File: src/rtl/pipe_pkg.sv
// Shared definitions for inter-stage pipeline registers: control-bus widths,
// the NOP control word and the occupancy / skid-FSM state encodings.
package pipe_pkg;

  // Control bus slices; stage instances concatenate them as {ie, mem, wb}.
  localparam int IE_CTRL_W  = 6;
  localparam int MEM_CTRL_W = 5;
  localparam int WB_CTRL_W  = 5;
  localparam int CTRL_W_DEF = IE_CTRL_W + MEM_CTRL_W + WB_CTRL_W;
  localparam int DATA_W_DEF = 64;

  // All-zero control word seen downstream as a bubble.
  localparam logic [CTRL_W_DEF-1:0] CTRL_NOP = 16'h0000;

  // State encoding doubles as the occupancy count.
  typedef enum logic [1:0] {
    OCC_EMPTY = 2'd0,
    OCC_MAIN  = 2'd1,
    OCC_FULL  = 2'd2
  } occ_e;

endpackage

File: src/rtl/pipe_stage_perf.sv
// Saturating performance counters for one pipeline stage: cycles a valid
// entry is held without leaving, and flushes that squash live entries.
// Only instantiated when PIPE_STAGE_PERF_EN is defined.
module pipe_stage_perf #(
  parameter int CNT_W = 32
) (
  input  logic             p_clk,
  input  logic             p_reset,
  input  logic             stall_evt_s,
  input  logic             flush_evt_s,
  output logic [CNT_W-1:0] p_stall_cycles,
  output logic [CNT_W-1:0] p_flush_count
);

  localparam logic [CNT_W-1:0] CNT_MAX_C = {CNT_W{1'b1}};
  localparam logic [CNT_W-1:0] CNT_ONE_C = CNT_W'(1);

  logic [CNT_W-1:0] stall_cnt_r;
  logic [CNT_W-1:0] flush_cnt_r;

  // Stall-cycle counter, saturating at all-ones.
  always_ff @(posedge p_clk) begin
    if (p_reset) begin
      stall_cnt_r <= {CNT_W{1'b0}};
    end else if (stall_evt_s && (stall_cnt_r != CNT_MAX_C)) begin
      stall_cnt_r <= stall_cnt_r + CNT_ONE_C;
    end else begin
      stall_cnt_r <= stall_cnt_r;
    end
  end

  // Effective-flush counter, saturating at all-ones.
  always_ff @(posedge p_clk) begin
    if (p_reset) begin
      flush_cnt_r <= {CNT_W{1'b0}};
    end else if (flush_evt_s && (flush_cnt_r != CNT_MAX_C)) begin
      flush_cnt_r <= flush_cnt_r + CNT_ONE_C;
    end else begin
      flush_cnt_r <= flush_cnt_r;
    end
  end

  assign p_stall_cycles = stall_cnt_r;
  assign p_flush_count  = flush_cnt_r;

endmodule

File: src/rtl/pipe_stage_reg.sv
// Parametrised inter-stage pipeline register with valid/ready handshake,
// stall, flush and bubble insertion. SKID=1 adds a one-entry skid slot so
// p_in_ready comes from a register instead of the downstream ready.
// Optional macro PIPE_STAGE_PERF_EN adds p_stall_cycles / p_flush_count.
//
// Both SKID settings share one occupancy FSM: with SKID=0 the ready equation
// guarantees that an accept in MAIN always coincides with a departure, so
// FULL is unreachable and the skid slot is never loaded.
module pipe_stage_reg
  import pipe_pkg::*;
#(
  parameter int DATA_W = DATA_W_DEF,
  parameter int CTRL_W = CTRL_W_DEF,
  parameter int SKID   = 0,
  parameter int CNT_W  = 32
) (
  input  logic              p_clk,
  input  logic              p_reset,
  input  logic              p_in_valid,
  output logic              p_in_ready,
  input  logic [DATA_W-1:0] p_in_data,
  input  logic [CTRL_W-1:0] p_in_ctrl,
  output logic              p_out_valid,
  input  logic              p_out_ready,
  output logic [DATA_W-1:0] p_out_data,
  output logic [CTRL_W-1:0] p_out_ctrl,
  input  logic              p_stall,
  input  logic              p_flush,
  output logic [1:0]        p_occupancy
`ifdef PIPE_STAGE_PERF_EN
  ,
  output logic [CNT_W-1:0]  p_stall_cycles,
  output logic [CNT_W-1:0]  p_flush_count
`endif
);

  localparam logic [CTRL_W-1:0] CTRL_ZERO_C = CTRL_W'(CTRL_NOP);

  occ_e              state_r;
  occ_e              state_nxt_s;
  logic              out_valid_r;
  logic [DATA_W-1:0] main_data_r;
  logic [CTRL_W-1:0] main_ctrl_r;
  logic [DATA_W-1:0] skid_data_r;
  logic [CTRL_W-1:0] skid_ctrl_r;

  logic in_ready_s;
  logic in_acc_s;
  logic out_acc_s;
  logic load_main_s;
  logic load_skid_s;
  logic move_skid_s;
  logic clear_main_s;

  assign out_acc_s = out_valid_r & p_out_ready & ~p_stall;
  assign in_acc_s  = p_in_valid & in_ready_s;

  generate
    if (SKID == 0) begin : g_comb_ready
      // Accept when not stalled and the main register is free or draining.
      always_comb begin
        in_ready_s = ~p_stall & (~out_valid_r | p_out_ready);
      end
    end else begin : g_skid_ready
      logic in_ready_r;

      // Registered ready: drops one cycle after the skid slot fills.
      always_ff @(posedge p_clk) begin
        if (p_reset) begin
          in_ready_r <= 1'b1;
        end else begin
          in_ready_r <= (state_nxt_s != OCC_FULL);
        end
      end

      // Reset gating keeps ready low for the whole reset cycle.
      assign in_ready_s = in_ready_r & ~p_reset;
    end
  endgenerate

  // Occupancy state register.
  always_ff @(posedge p_clk) begin
    if (p_reset) begin
      state_r <= OCC_EMPTY;
    end else begin
      state_r <= state_nxt_s;
    end
  end

  // Next-state: flush empties the stage, otherwise track accepts/departures.
  always_comb begin
    state_nxt_s = state_r;
    if (p_flush) begin
      state_nxt_s = OCC_EMPTY;
    end else begin
      case (state_r)
        OCC_EMPTY: state_nxt_s = in_acc_s ? OCC_MAIN : OCC_EMPTY;
        OCC_MAIN: begin
          if (in_acc_s && !out_acc_s) begin
            state_nxt_s = OCC_FULL;
          end else if (!in_acc_s && out_acc_s) begin
            state_nxt_s = OCC_EMPTY;
          end else begin
            state_nxt_s = OCC_MAIN;
          end
        end
        OCC_FULL:  state_nxt_s = out_acc_s ? OCC_MAIN : OCC_FULL;
        default:   state_nxt_s = OCC_EMPTY;
      endcase
    end
  end

  // Datapath actions decoded from state and handshakes.
  always_comb begin
    load_main_s  = 1'b0;
    load_skid_s  = 1'b0;
    move_skid_s  = 1'b0;
    clear_main_s = 1'b0;
    if (p_flush) begin
      clear_main_s = 1'b1;
    end else begin
      case (state_r)
        OCC_EMPTY: load_main_s = in_acc_s;
        OCC_MAIN: begin
          if (in_acc_s && out_acc_s) begin
            load_main_s = 1'b1;
          end else if (in_acc_s) begin
            load_skid_s = 1'b1;
          end else if (out_acc_s) begin
            clear_main_s = 1'b1;
          end else begin
            load_main_s = 1'b0;
          end
        end
        OCC_FULL:  move_skid_s = out_acc_s;
        default:   clear_main_s = 1'b1;
      endcase
    end
  end

  // Output valid mirrors the next occupancy so it is a plain flop.
  always_ff @(posedge p_clk) begin
    if (p_reset) begin
      out_valid_r <= 1'b0;
    end else begin
      out_valid_r <= (state_nxt_s != OCC_EMPTY);
    end
  end

  // Main register: data holds on bubbles, ctrl is zeroed so bubbles read NOP.
  always_ff @(posedge p_clk) begin
    if (p_reset) begin
      main_data_r <= {DATA_W{1'b0}};
      main_ctrl_r <= CTRL_ZERO_C;
    end else if (load_main_s) begin
      main_data_r <= p_in_data;
      main_ctrl_r <= p_in_ctrl;
    end else if (move_skid_s) begin
      main_data_r <= skid_data_r;
      main_ctrl_r <= skid_ctrl_r;
    end else if (clear_main_s) begin
      main_data_r <= main_data_r;
      main_ctrl_r <= CTRL_ZERO_C;
    end else begin
      main_data_r <= main_data_r;
      main_ctrl_r <= main_ctrl_r;
    end
  end

  // Skid slot payload; validity is the FULL state.
  always_ff @(posedge p_clk) begin
    if (p_reset) begin
      skid_data_r <= {DATA_W{1'b0}};
      skid_ctrl_r <= CTRL_ZERO_C;
    end else if (load_skid_s) begin
      skid_data_r <= p_in_data;
      skid_ctrl_r <= p_in_ctrl;
    end else begin
      skid_data_r <= skid_data_r;
      skid_ctrl_r <= skid_ctrl_r;
    end
  end

  assign p_in_ready  = in_ready_s;
  assign p_out_valid = out_valid_r;
  assign p_out_data  = main_data_r;
  assign p_out_ctrl  = main_ctrl_r;
  assign p_occupancy = state_r;

`ifdef PIPE_STAGE_PERF_EN
  logic stall_evt_s;
  logic flush_evt_s;

  assign stall_evt_s = out_valid_r & ~out_acc_s;
  assign flush_evt_s = p_flush & (state_r != OCC_EMPTY);

  pipe_stage_perf #(
    .CNT_W (CNT_W)
  ) u_perf (
    .p_clk          (p_clk),
    .p_reset        (p_reset),
    .stall_evt_s    (stall_evt_s),
    .flush_evt_s    (flush_evt_s),
    .p_stall_cycles (p_stall_cycles),
    .p_flush_count  (p_flush_count)
  );
`endif

endmodule
File: config.mk
export PLATFORM = sky130hd
export DESIGN_NAME = pipe_stage_reg
export DESIGN_NICKNAME = d
export VERILOG_FILES = /design/src/rtl/pipe_pkg.sv /design/src/rtl/pipe_stage_perf.sv /design/src/rtl/pipe_stage_reg.sv
export SDC_FILE = /design/constraint.sdc
export NUM_CORES = 1
export LEC_CHECK = 0
export ABC_AREA = 0
export CAP_MARGIN = 20
export CORE_MARGIN = 5
export CORE_UTILIZATION = 48
export DETAILED_ROUTE_END_ITERATION = 7
export GPL_ROUTABILITY_DRIVEN = 0
export PLACE_DENSITY = 0.87
export SLEW_MARGIN = 20
export SYNTH_ARGS = -nofsm -noshare
export SYNTH_HDL_FRONTEND = slang
export SYNTH_SLANG_ARGS = --single-unit
export TNS_END_PERCENT = 1
File: constraint.sdc
create_clock -name p_clk -period 2.8 [get_ports p_clk]
set_input_delay 0.56 -clock p_clk [delete_from_list [all_inputs] [get_ports p_clk]]
set_output_delay 0.56 -clock p_clk [all_outputs]
set_load 0.02 [all_outputs]
======== Word-level counts from Yosys, hierarchy flattened ========
Index checks and enable logic that the tools add are counted.
W data, S select, Z words.
word-level totals
  word-level logic and storage cells ...... 50
  output and inout bits ................... 84
  bits in registers ....................... 163
  input port bits ......................... 86
cells by class
  reduce and logical (&&, ||, !) cells .... 10
  equal/unequal tests ..................... 2
  bitwise operators ....................... 7
  muxes and demuxes ....................... 25
operators with widths
  operator              number
  $mux W64              2
  $mux W16              3
  $mux W1               14
  $mux W2               3
  $pmux W2 S3           1
  $and A1 B1 Y1         4
  $pmux W1 S2           2
  $reduce_bool A2 Y1    2
  $logic_and A1 B1 Y1   3
  $reduce_bool A3 Y1    1
  $eq A2 B1 Y1 const B  1
  $eq A2 B2 Y1 const B  1
  $logic_not A1 Y1      2
  $logic_not A2 Y1      1
  $not A1 Y1            2
  $reduce_or A2 Y1      1
  $or A1 B1 Y1          1

======== Logic depth before layout (Yosys ltp) ========
Gate-level depths: netlist of the first run.
  depth after elaboration ................. 11
  gate-level depth with buffers ........... 10
  mapped depth without buffers ............ 8

======== Worst setup path before layout of the first run ========
OpenSTA, ideal clock, no wires.
  kind .................................... in2reg
  from .................................... input port p_stall
  to ...................................... register main_ctrl_r[4] (netlist: p_out_ctrl[4])
  library setup time ...................... 0.091 ns
  buffers on the path ..................... 2
  setup slack ............................. 0.302 ns
  arrival ................................. 2.407 ns
  cell stages on the path ................. 10
  data required time ...................... 2.709 ns
  path through ............................ nand2b_1 -> nor2_1 -> inv_1 -> ha_1 -> o31ai_1 -> o211ai_2 -> or2_1 -> buf_2 -> buf_2 -> a311oi_1
between the ends
  longest elaborated chain between the ends .. 8
  elaborated cells on any way between the ends .. 18
ends and longest elaborated chain
  item                                                             line                                          RTL
  start, declared                                                  pipe_stage_reg.sv:27                          input logic p_stall,
  $not A1 Y1 (*)                                                   pipe_stage_reg.sv:55, pipe_stage_reg.sv:62
  $and A1 B1 Y1, on equally long branches                          pipe_stage_reg.sv:55, pipe_stage_reg.sv:62
  $mux W1 or $and A1 B1 Y1 (tied branches)                         pipe_stage_reg.sv:129, pipe_stage_reg.sv:56
  $mux W1 or $logic_and A1 B1 Y1 (tied branches)                   pipe_stage_reg.sv:127, pipe_stage_reg.sv:125
  $mux W1                                                          pipe_stage_reg.sv:125                         if (in_acc_s && out_acc_s) begin
  $pmux W1 S2                                                      pipe_stage_reg.sv:122                         case (state_r)
  $mux W1                                                          pipe_stage_reg.sv:119                         if (p_flush) begin
  $reduce_bool A3 Y1 (no source line) or $mux W16 (tied branches)  -
  end signal, assigned                                             pipe_stage_reg.sv:157                         main_ctrl_r <= p_in_ctrl;
  end signal, assigned                                             pipe_stage_reg.sv:160                         main_ctrl_r <= skid_ctrl_r;
  end signal, assigned                                             pipe_stage_reg.sv:166                         main_ctrl_r <= main_ctrl_r;
  end, declared                                                    pipe_stage_reg.sv:43                          logic [CTRL_W-1:0] main_ctrl_r;
Every way passes the cells marked *; elsewhere a longest branch is shown, timed or not.
A chain may end at the register's enable or synchronous reset.

======== Final worst setup path of the first run ========
  from .................................... input port p_stall
  to ...................................... register main_ctrl_r[14] (netlist: p_out_ctrl[14])
Same word-level chain as after synthesis.

==> flow_metrics.tcl, run 1 <==
set metrics [dict create \
    syn_avg_cell_area_um2 9.03 \
    rsz0062_at_grt "no" \
    final_area_mm2 0.00874 \
    outcome "finished, final reports clean" \
    io_pins 170 \
    swShare 0.227 \
    vias 5586 \
    worst-path-buf-inv 2 \
    clkSlewWorstSetupHoldPaths_ns 0.06 \
    synth-seq-cells 163 \
    cp.arrival_ns 2.85 \
    cts_resized 0 \
    crit_slowest_cell "or2_1" \
    p_switching_mw 1.15 \
    drtPass1Iterations 5 \
    finalPower_mw 5.09 \
    crit_type "in -> reg" \
    clock-root-buffer "clkbuf_16" \
    min_period_ns 2.54 \
    initial_utilization 0.493 \
    clockBufferDepth 2 \
    period_share 0.908 \
    slew_viol_final 0 \
    fp-row-count 41 \
    die_w_um 124 \
    r2r-start "p_out_valid" \
    die_y_um 124 \
    critPathTopFamily "compound AO/OA/AOI/OAI gates" \
    reg2reg_depth 8 \
    startpoint_type "primary input" \
    synth_area_mm2 0.00627 \
    fmax_mhz 393 \
    netlist_instances 694 \
    p_clk_frac 0.432 \
    clkSinkCount 163 \
    p_comb_frac 0.095 \
    dp_hpwl_um 11200 \
    cp_max_fo 16 \
    antennaDiodeCount 0 \
    seq_area_mm2 0.00326 \
    power.leakage_nw 3.11 \
    fin_worst_skew_ns 0.00445 \
    setup_tns_ns 0 \
    ys_types 34 \
    path_cells "clkdlybuf4s50_1, nand2b_1, nor2_1, inv_1, ha_1, o31ai_1, o211ai_2, or2_1, a311oi_1" \
    slew_headroom 0.621 \
    synthesis.nets 784 \
    setup_ws_ns 0.259 \
    grt_pass1_vias 5613 \
    drt_iter0_markers 517 \
    reg2reg_to "p_out_ctrl[14]" \
    slowest_delay_ns 0.45 \
    required_ns 3.11 \
    peakVddDrop_mv 0.423 \
    fillers 1034 \
    via_per_inst 5.42 \
    insertion_delay_ns 0.41 \
    ant_nets 0 \
    grt_max_degree 53 \
    drt_wl_total_um 16800 \
    synth_warnings 0 \
    grt_first_pass_wirelength_um 27800 \
    worst_slew_pin_slew_ns 0.569 \
    place_area_mm2 0.00818 \
    cts_buffers 17 \
    core-area_mm2 0.0127 \
    antenna_found_initial 0 \
    grt_usage 0.218 \
    cts_tree "yes" \
    wl_per_cell_um 16.3 \
    post_cts_buffers 0 \
    finalHoldViolCount 0 \
    maxCapViolCount 0 \
    fp.dieArea_mm2 0.0154 \
    drcViolationCount 0 \
    htree_num_levels 4 \
    dp_slack_ns -0.0871 \
    p_int_mw 3.94 \
    multi_input_area_mm2 0.00273 \
    power_frac_seq 0.473 \
    min-delay-start "skid_data_r[49]" \
    gr-total-overflow 0 \
    seq_area_frac_synth 0.521 \
    power_density_mw_per_mm2 583 \
    fin_nets 937 \
    holdPathEnd "skid_data_r[49]" \
    worstSetupEndpointType "flip-flop" \
    postCtsHoldBufs 0 \
    min_path_type "reg -> reg" \
    area_growth_pct 39.5 \
    setup_viol_count_final 0 \
    port_buffers 169 \
    reg2reg_slack_ns 0.53 \
    drive_above_1_share 0.0757 \
    hold_path_depth 2 \
]
[state kept, by name, summed over array words and instances (netlist names)]
register and cells:
p_out_data 64, skid_data_r 64, p_out_ctrl 16, skid_ctrl_r 16, p_occupancy 2, p_out_valid 1
[synth_stat cells]
library cell    n  area, um^2
a211oi_1        1        7.51
a21oi_1        80         400
a221o_1        64         641
a311oi_1       16         140
and2_1         64         400
and3_1          2        12.5
buf_2          13        65.1
buf_4           1        7.51
buf_6           6        67.6
clkbuf_1       37         139
dfxtp_1       163        3260
ha_1            4        50.1
inv_1           3        11.3
inv_2           1        3.75
nand2_1       178         668
nand2b_1        2        12.5
nand3_1         2        10.0
nor2_1          6        22.5
nor2_4          1        11.3
nor2b_1         1        6.26
nor2b_2         1        8.76
nor3_1         18        90.1
nor3_2          1        10.0
nor3b_1         1        7.51
nor4_2          1        12.5
nor4_4          1        21.3
nor4b_4         1        23.8
o211ai_2        1        12.5
o21ai_0        18        90.1
o21ba_1         1        10.0
o21bai_1        1        7.51
o31ai_1         2        15.0
or2_1           1        6.26
or3b_4          1        11.3
[power groups by stage]
stage / combinational (mW) / clock [mW] / sequential (mW)
CTS: 0.485 / 2.24 / 2.41
floorplan: 0.144 / 0 / 2.51
detailed placement: 0.484 / 0 / 2.46
finish: 0.483 / 2.20 / 2.41
global placement: 0.476 / 0 / 2.46
global route: 0.514 / 2.35 / 2.41
[routing by layer]
layer,up-vias,part of all wire,global-route usage
met5,-,0,0
met4,0,0.022,0.0916
met3,29,0.065,0.0592
met2,196,0.49,0.365
met1,2633,0.42,0.263
li1,2728,-,-
[per-stage QoR]
stage / hold WS, ns / cells / util
2_1_floorplan: 0.432 / 694 / -
3_3_place_gp: 0.437 / 1000 / 0.643
3_5_place_dp: 0.442 / 1000 / 0.643
4_1_cts: 0.450 / 1031 / 0.687
5_1_grt: 0.467 / 1031 / 0.687
6_report: 0.449 / 1031 / 0.687
[layout make-up]
type,count,area share
timing repair buffer,191,0.224
sequential,163,0.373
tap,172,0.0246
multi-input combinational,470,0.312
clock inverter,9,0.00902
inverter,4,0.00172
clock buffer,22,0.0554
[cell usage in the layout (no fill, tap or decap), types with 3 or more instances in the layout]
cell type and count:
clkdlybuf4s50_1 168, and2_1 64, o21ai_0 18, nor3_1 18
a221o_1 64, clkbuf_16 17, clkbuf_8 4, dfxtp_1 163
clkinv_2 5, nand2_1 178, nor2_1 6, inv_1 3
a21oi_1 80, buf_12 8, ha_1 4, buf_4 15
a311oi_1 16
[worst register-to-register path, delay by kind of cell (launching register included)]
kind | cells | cell delay [ns]
buffers and inverters | 1 | 0.07
AOI/OAI and AO/OA | 3 | 0.81
and+or+nand+nor | 3 | 0.79
adders and majority gates | 1 | 0.19
DFF | 1 | 0.32
[logic make-up after synthesis]
family	synth area share
compound gates	0.211
fa+ha+maj	0.00799
buf+inv	0.0469
flops	0.521
simple gates	0.213
[worst max-delay path by stage]
stage                      to  startpoint  cells after the start  slack, ns
2_1_floorplan   p_out_ctrl[4]     p_stall                     10       0.30
3_3_place_gp   p_out_ctrl[14]     p_stall                      9       0.02
3_5_place_dp    p_out_ctrl[8]     p_stall                      9      -0.09
4_1_cts        p_out_ctrl[14]     p_stall                      9       0.29
5_1_grt        p_out_ctrl[14]     p_stall                      9       0.14
6_report       p_out_ctrl[14]     p_stall                      9       0.26
No activity file was read; power rests on OpenSTA's default activity.
==> run 2: changes to the inputs <==
--- a/config.mk
+++ b/config.mk
@@ -7,11 +7,13 @@
 export LEC_CHECK = 0
 export ABC_AREA = 0
 export CAP_MARGIN = 20
+export CELL_PAD_IN_SITES_DETAIL_PLACEMENT = 1
+export CELL_PAD_IN_SITES_GLOBAL_PLACEMENT = 2
 export CORE_MARGIN = 5
-export CORE_UTILIZATION = 48
+export CORE_UTILIZATION = 28
 export DETAILED_ROUTE_END_ITERATION = 7
 export GPL_ROUTABILITY_DRIVEN = 0
-export PLACE_DENSITY = 0.87
+export PLACE_DENSITY = 0.86
 export SLEW_MARGIN = 20
 export SYNTH_ARGS = -nofsm -noshare
 export SYNTH_HDL_FRONTEND = slang
==> run 2 against run 1 <==
First-iteration DRC count fell by 58%. Routed wire length rose by 15%. Combinational power rose by 4.1%. Count of clock-buffer cells in the layout fell by 5. Sequential power barely moved. Sequential cell count did not move. Clock skew rose by 0.0049 ns. Final area rose by 2.3%. Via count barely moved. Non-clock buffer count rose by 3. Largest cell class unchanged.
==> flow_metrics.tcl, run 2 (synthesis gave the netlist of run 1 again) <==
set metrics [dict create \
    outcome "finished, final reports clean" \
    wl_per_cell_um 17.0 \
    rsz0062_at_grt "no" \
    antennaDiodeCount 0 \
    period_share 0.896 \
    startpoint_type "primary input" \
    final_area_mm2 0.00894 \
    fp-row-count 54 \
    drive_above_1_share 0.0811 \
    die_w_um 160 \
    core-area_mm2 0.0220 \
    holdPathEnd "skid_data_r[61]" \
    p_comb_frac 0.096 \
    drt_iter0_markers 215 \
    p_switching_mw 1.35 \
    fin_worst_skew_ns 0.00936 \
    crit_type "in -> out" \
    cts_resized 0 \
    antenna_found_initial 1 \
    vias 5588 \
    initial_utilization 0.285 \
    power_density_mw_per_mm2 587 \
    htree_num_levels 4 \
    cts_tree "yes" \
    gr-total-overflow 0 \
    fp.dieArea_mm2 0.0255 \
    required_ns 2.24 \
    clkSinkCount 163 \
    cp.arrival_ns 1.95 \
    hold_path_depth 2 \
    insertion_delay_ns 0.41 \
    drcViolationCount 0 \
    r2r-start "p_out_valid" \
    worst_slew_pin_slew_ns 0.818 \
    postCtsHoldBufs 0 \
    grt_max_degree 65 \
    power_frac_seq 0.458 \
    final_cell_mix "nand2_1 (178), clkdlybuf4s50_1 (168), dfxtp_1 (163), a21oi_1 (80)" \
    fmax_mhz 399 \
    place_area_mm2 0.00836 \
    post_cts_buffers 0 \
    dp_hpwl_um 12800 \
    power.leakage_nw 3.14 \
    slew_viol_final 0 \
    worstSetupEndpointType "output port" \
    drtPass1Iterations 4 \
    peakVddDrop_mv 0.449 \
    drt_wl_total_um 19400 \
    clkSlewWorstSetupHoldPaths_ns 0.06 \
    fin_nets 940 \
    ant_nets 0 \
    dp_slack_ns -0.0654 \
    area_growth_pct 42.8 \
    swShare 0.256 \
    reg2reg_slack_ns 0.61 \
    min_path_type "reg -> reg" \
    whs_ns 0.449 \
    reg2reg_to "p_out_data[27]" \
    port_buffers 169 \
    instances_no_fill 1143 \
    clock-root-buffer "clkbuf_16" \
    maxCapViolCount 0 \
    grt_usage 0.151 \
    p_clk_frac 0.447 \
    reg2reg_depth 7 \
    io_pins 170 \
    p_int_mw 3.91 \
    setup_ws_ns 0.292 \
    cts_buffers 17 \
    cp_max_fo 4 \
    slew_headroom 0.451 \
    place_inst 1111 \
    final_common_cell "nand2_1" \
    clockBufferDepth 2 \
    min-delay-start "skid_data_r[61]" \
    setup_viol_count_final 0 \
    grt_first_pass_wirelength_um 31400 \
    grt_pass1_vias 5793 \
    die_y_um 160 \
    min_period_ns 2.51 \
    finalHoldViolCount 0 \
    via_per_inst 4.89 \
]
==> run 2: layout make-up <==
| class | count | area [um^2] |
|---|---|---|
| Fill cell | 2499 | 13000 |
| Sequential cell | 163 | 3260 |
| Multi-Input combinational cell | 470 | 2730 |
| Timing Repair Buffer | 194 | 2000 |
| Clock buffer | 17 | 425 |
| Tap cell | 280 | 350 |
| Clock inverter | 15 | 160 |
| Inverter | 4 | 15.0 |
==> run 2: metrics by stage <==
step / utilization / setup TNS (ns) / total power, mW
detailed placement: 0.381 / -2.90 / 2.96
global route: 0.407 / 0 / 5.47
CTS: 0.407 / 0 / 5.34
finish: 0.407 / 0 / 5.25
floorplan: - / 0 / 2.65
global placement: 0.381 / -2.50 / 2.96
==> run 2: metal layers <==
metal,GRT usage,routed length [um],part of all wire,up-vias
met4,0.0343,201,0.010,2
met1,0.192,8830,0.45,2689
met3,0.0461,1210,0.062,12
met5,0,11,0.00057,-
li1,-,-,-,2750
met2,0.252,9200,0.47,135
==> run 2: worst max path at each step <==
stage	startpoint	end	slack, ns	cells after the start
floorplan	p_stall	p_out_ctrl[4]	0.30	10
global placement	p_stall	p_out_data[28]	-0.05	8
detailed placement	p_stall	p_out_data[52]	-0.07	8
CTS	p_out_ready	p_in_ready	0.28	5
global route	p_out_ready	p_in_ready	0.24	5
finish	p_out_ready	p_in_ready	0.29	5
==> run 2: power groups by stage <==
| stage | sequential [mW] | clock [mW] | combinational (mW) |
|---|---|---|---|
| global route | 2.41 | 2.53 | 0.535 |
| global placement | 2.46 | 0 | 0.503 |
| detailed placement | 2.46 | 0 | 0.507 |
| finish | 2.40 | 2.35 | 0.503 |
| CTS | 2.40 | 2.42 | 0.509 |
| floorplan | 2.51 | 0 | 0.144 |
==> run 2: worst max-delay path: stages <==
cell and delay [ns]:
clkdlybuf4s50_1 0.49, nor2b_2 0.05, buf_4 0.15, nor2_1 0.08
clkdlybuf4s50_1 0.61
==> run 3: changes to the inputs <==
--- a/config.mk
+++ b/config.mk
@@ -13,6 +13,7 @@
 export CORE_UTILIZATION = 28
 export DETAILED_ROUTE_END_ITERATION = 7
 export GPL_ROUTABILITY_DRIVEN = 0
+export MAX_ROUTING_LAYER = met4
 export PLACE_DENSITY = 0.86
 export SLEW_MARGIN = 20
 export SYNTH_ARGS = -nofsm -noshare
==> run 3 against run 2 <==
Sequential cell count unchanged. Final area hardly changed. Count of clock-buffer cells in the layout did not move. Routed wire length grew 0.35%. Non-clock buffer count is the same. First-iteration DRC count up 4.2%. Utilization hardly changed. Largest power group unchanged. Critical endpoint unchanged. Critical path depth stayed put. Fmax barely moved. Die area is the same. Largest cell class unchanged. Setup slack about the same.
==> flow_metrics.tcl, run 3 (synthesis gave the netlist of run 1 again) <==
set metrics [dict create \
    min_period_ns 2.51 \
    core-area_mm2 0.0220 \
    rsz0062_at_grt "no" \
    finalPower_mw 5.25 \
    cpMostUsedCell "clkdlybuf4s50_1" \
    peakVddDrop_mv 0.450 \
    maxCapViolCount 0 \
    whs_ns 0.449 \
    place_inst 1111 \
    postCtsHoldBufs 0 \
    via_per_inst 4.88 \
    gr-total-overflow 0 \
    crit_type "in -> out" \
    insertion_delay_ns 0.41 \
    clockBufferDepth 2 \
    dr_wl_met2_um 9260 \
    wirelength_met1_um 9010 \
    grt_pass1_vias 5801 \
    worst_slew_pin_slew_ns 0.807 \
    dp_slack_ns -0.0654 \
    required_ns 2.24 \
    clock-root-buffer "clkbuf_16" \
    post_cts_buffers 0 \
    highest_layer "met4" \
    drt_iter0_markers 224 \
    wl_per_cell_um 17.1 \
    die_y_um 160 \
    drive_above_1_share 0.0811 \
    drcViolationCount 0 \
    htree_num_levels 4 \
    reg2reg_depth 7 \
    cp.arrival_ns 1.95 \
    power.leakage_nw 3.14 \
    clkSlewWorstSetupHoldPaths_ns 0.06 \
    grt_usage 0.155 \
    hold_path_depth 2 \
    clkSinkCount 163 \
    slowest_delay_ns 0.61 \
    port_buffers 169 \
    grt_max_degree 65 \
    route.met3.wl_um 1050 \
    cts_buffers 17 \
    min_path_type "reg -> reg" \
    area_growth_pct 42.8 \
    cp_max_fo 4 \
    fin_worst_skew_ns 0.00889 \
    setup_viol_count_final 0 \
    instances_no_fill 1144 \
    initial_utilization 0.285 \
    antenna_found_initial 1 \
    fmax_mhz 399 \
    power_density_mw_per_mm2 587 \
    slew_viol_final 0 \
    drt_wl_total_um 19500 \
    slew_headroom 0.458 \
    setup_tns_ns 0 \
    setup_ws_ns 0.292 \
    final_common_cell "nand2_1" \
    final_cell_mix "nand2_1 (178), clkdlybuf4s50_1 (168), dfxtp_1 (163), a21oi_1 (80)" \
    cts_tree "yes" \
    startpoint_type "primary input" \
    fp-row-count 54 \
    dp_hpwl_um 12800 \
    vias 5587 \
    die_w_um 160 \
    ant_nets 0 \
    crit_slowest_cell "clkdlybuf4s50_1" \
    fin_nets 940 \
    period_share 0.896 \
    fp.dieArea_mm2 0.0255 \
    path_cells "clkdlybuf4s50_1, nor2b_2, buf_4, nor2_1, clkdlybuf4s50_1" \
    worstSetupEndpointType "output port" \
    cts_resized 0 \
    drtPass1Iterations 4 \
    grt_first_pass_wirelength_um 31400 \
    finalHoldViolCount 0 \
    outcome "finished, final reports clean" \
    io_pins 170 \
]
-- run 3: cell count changes in the layout (fill, tap and decap cells not counted), sizes merged --
cell   delta
diode     +1
-- run 3: layout make-up --
class	count	area, um^2
antenna	1	2.50
fill	2500	13000
sequential	163	3260
clock inverter	15	160
timing repair buffer	194	2000
tap	280	350
clock buffer	17	425
multi-input combinational	470	2730
inverter	4	15.0
-- run 3: report_power, final --
part	switching (mW)	total (mW)	internal (mW)
Sequential	0.0322	2.40	2.37
Combinational	0.242	0.503	0.261
Clock	1.07	2.35	1.27
Total	1.35	5.25	3.91
-- run 3: path summary, 6_finish.rpt --
kind	end	start	slack, ns
hold reg to reg	skid_data_r[61]	skid_data_r[61]	0.45
hold / removal	skid_data_r[61]	skid_data_r[61]	0.45
setup reg to reg	p_out_data[27]	p_out_valid	0.61
setup / recovery	p_in_ready	p_out_ready	0.29
-- run 3: metal layers --
| layer | up-vias | global-route usage |
|---|---|---|
| met5 | - | - |
| met4 | 0 | 0.0343 |
| met3 | 9 | 0.0425 |
| met2 | 120 | 0.252 |
| met1 | 2709 | 0.194 |
| li1 | 2749 | - |
-- run 3: stage by stage --
stage	utilization	area, um^2
2_1_floorplan	-	6270
3_3_place_gp	0.381	8360
3_5_place_dp	0.381	8360
4_1_cts	0.407	8940
5_1_grt	0.407	8950
6_report	0.407	8950
-- run 3: critical path, delay by kind of cell --
family | cells | cell delay, ns
buffers and inverters | 3 | 1.25
and+or+nand+nor | 2 | 0.13
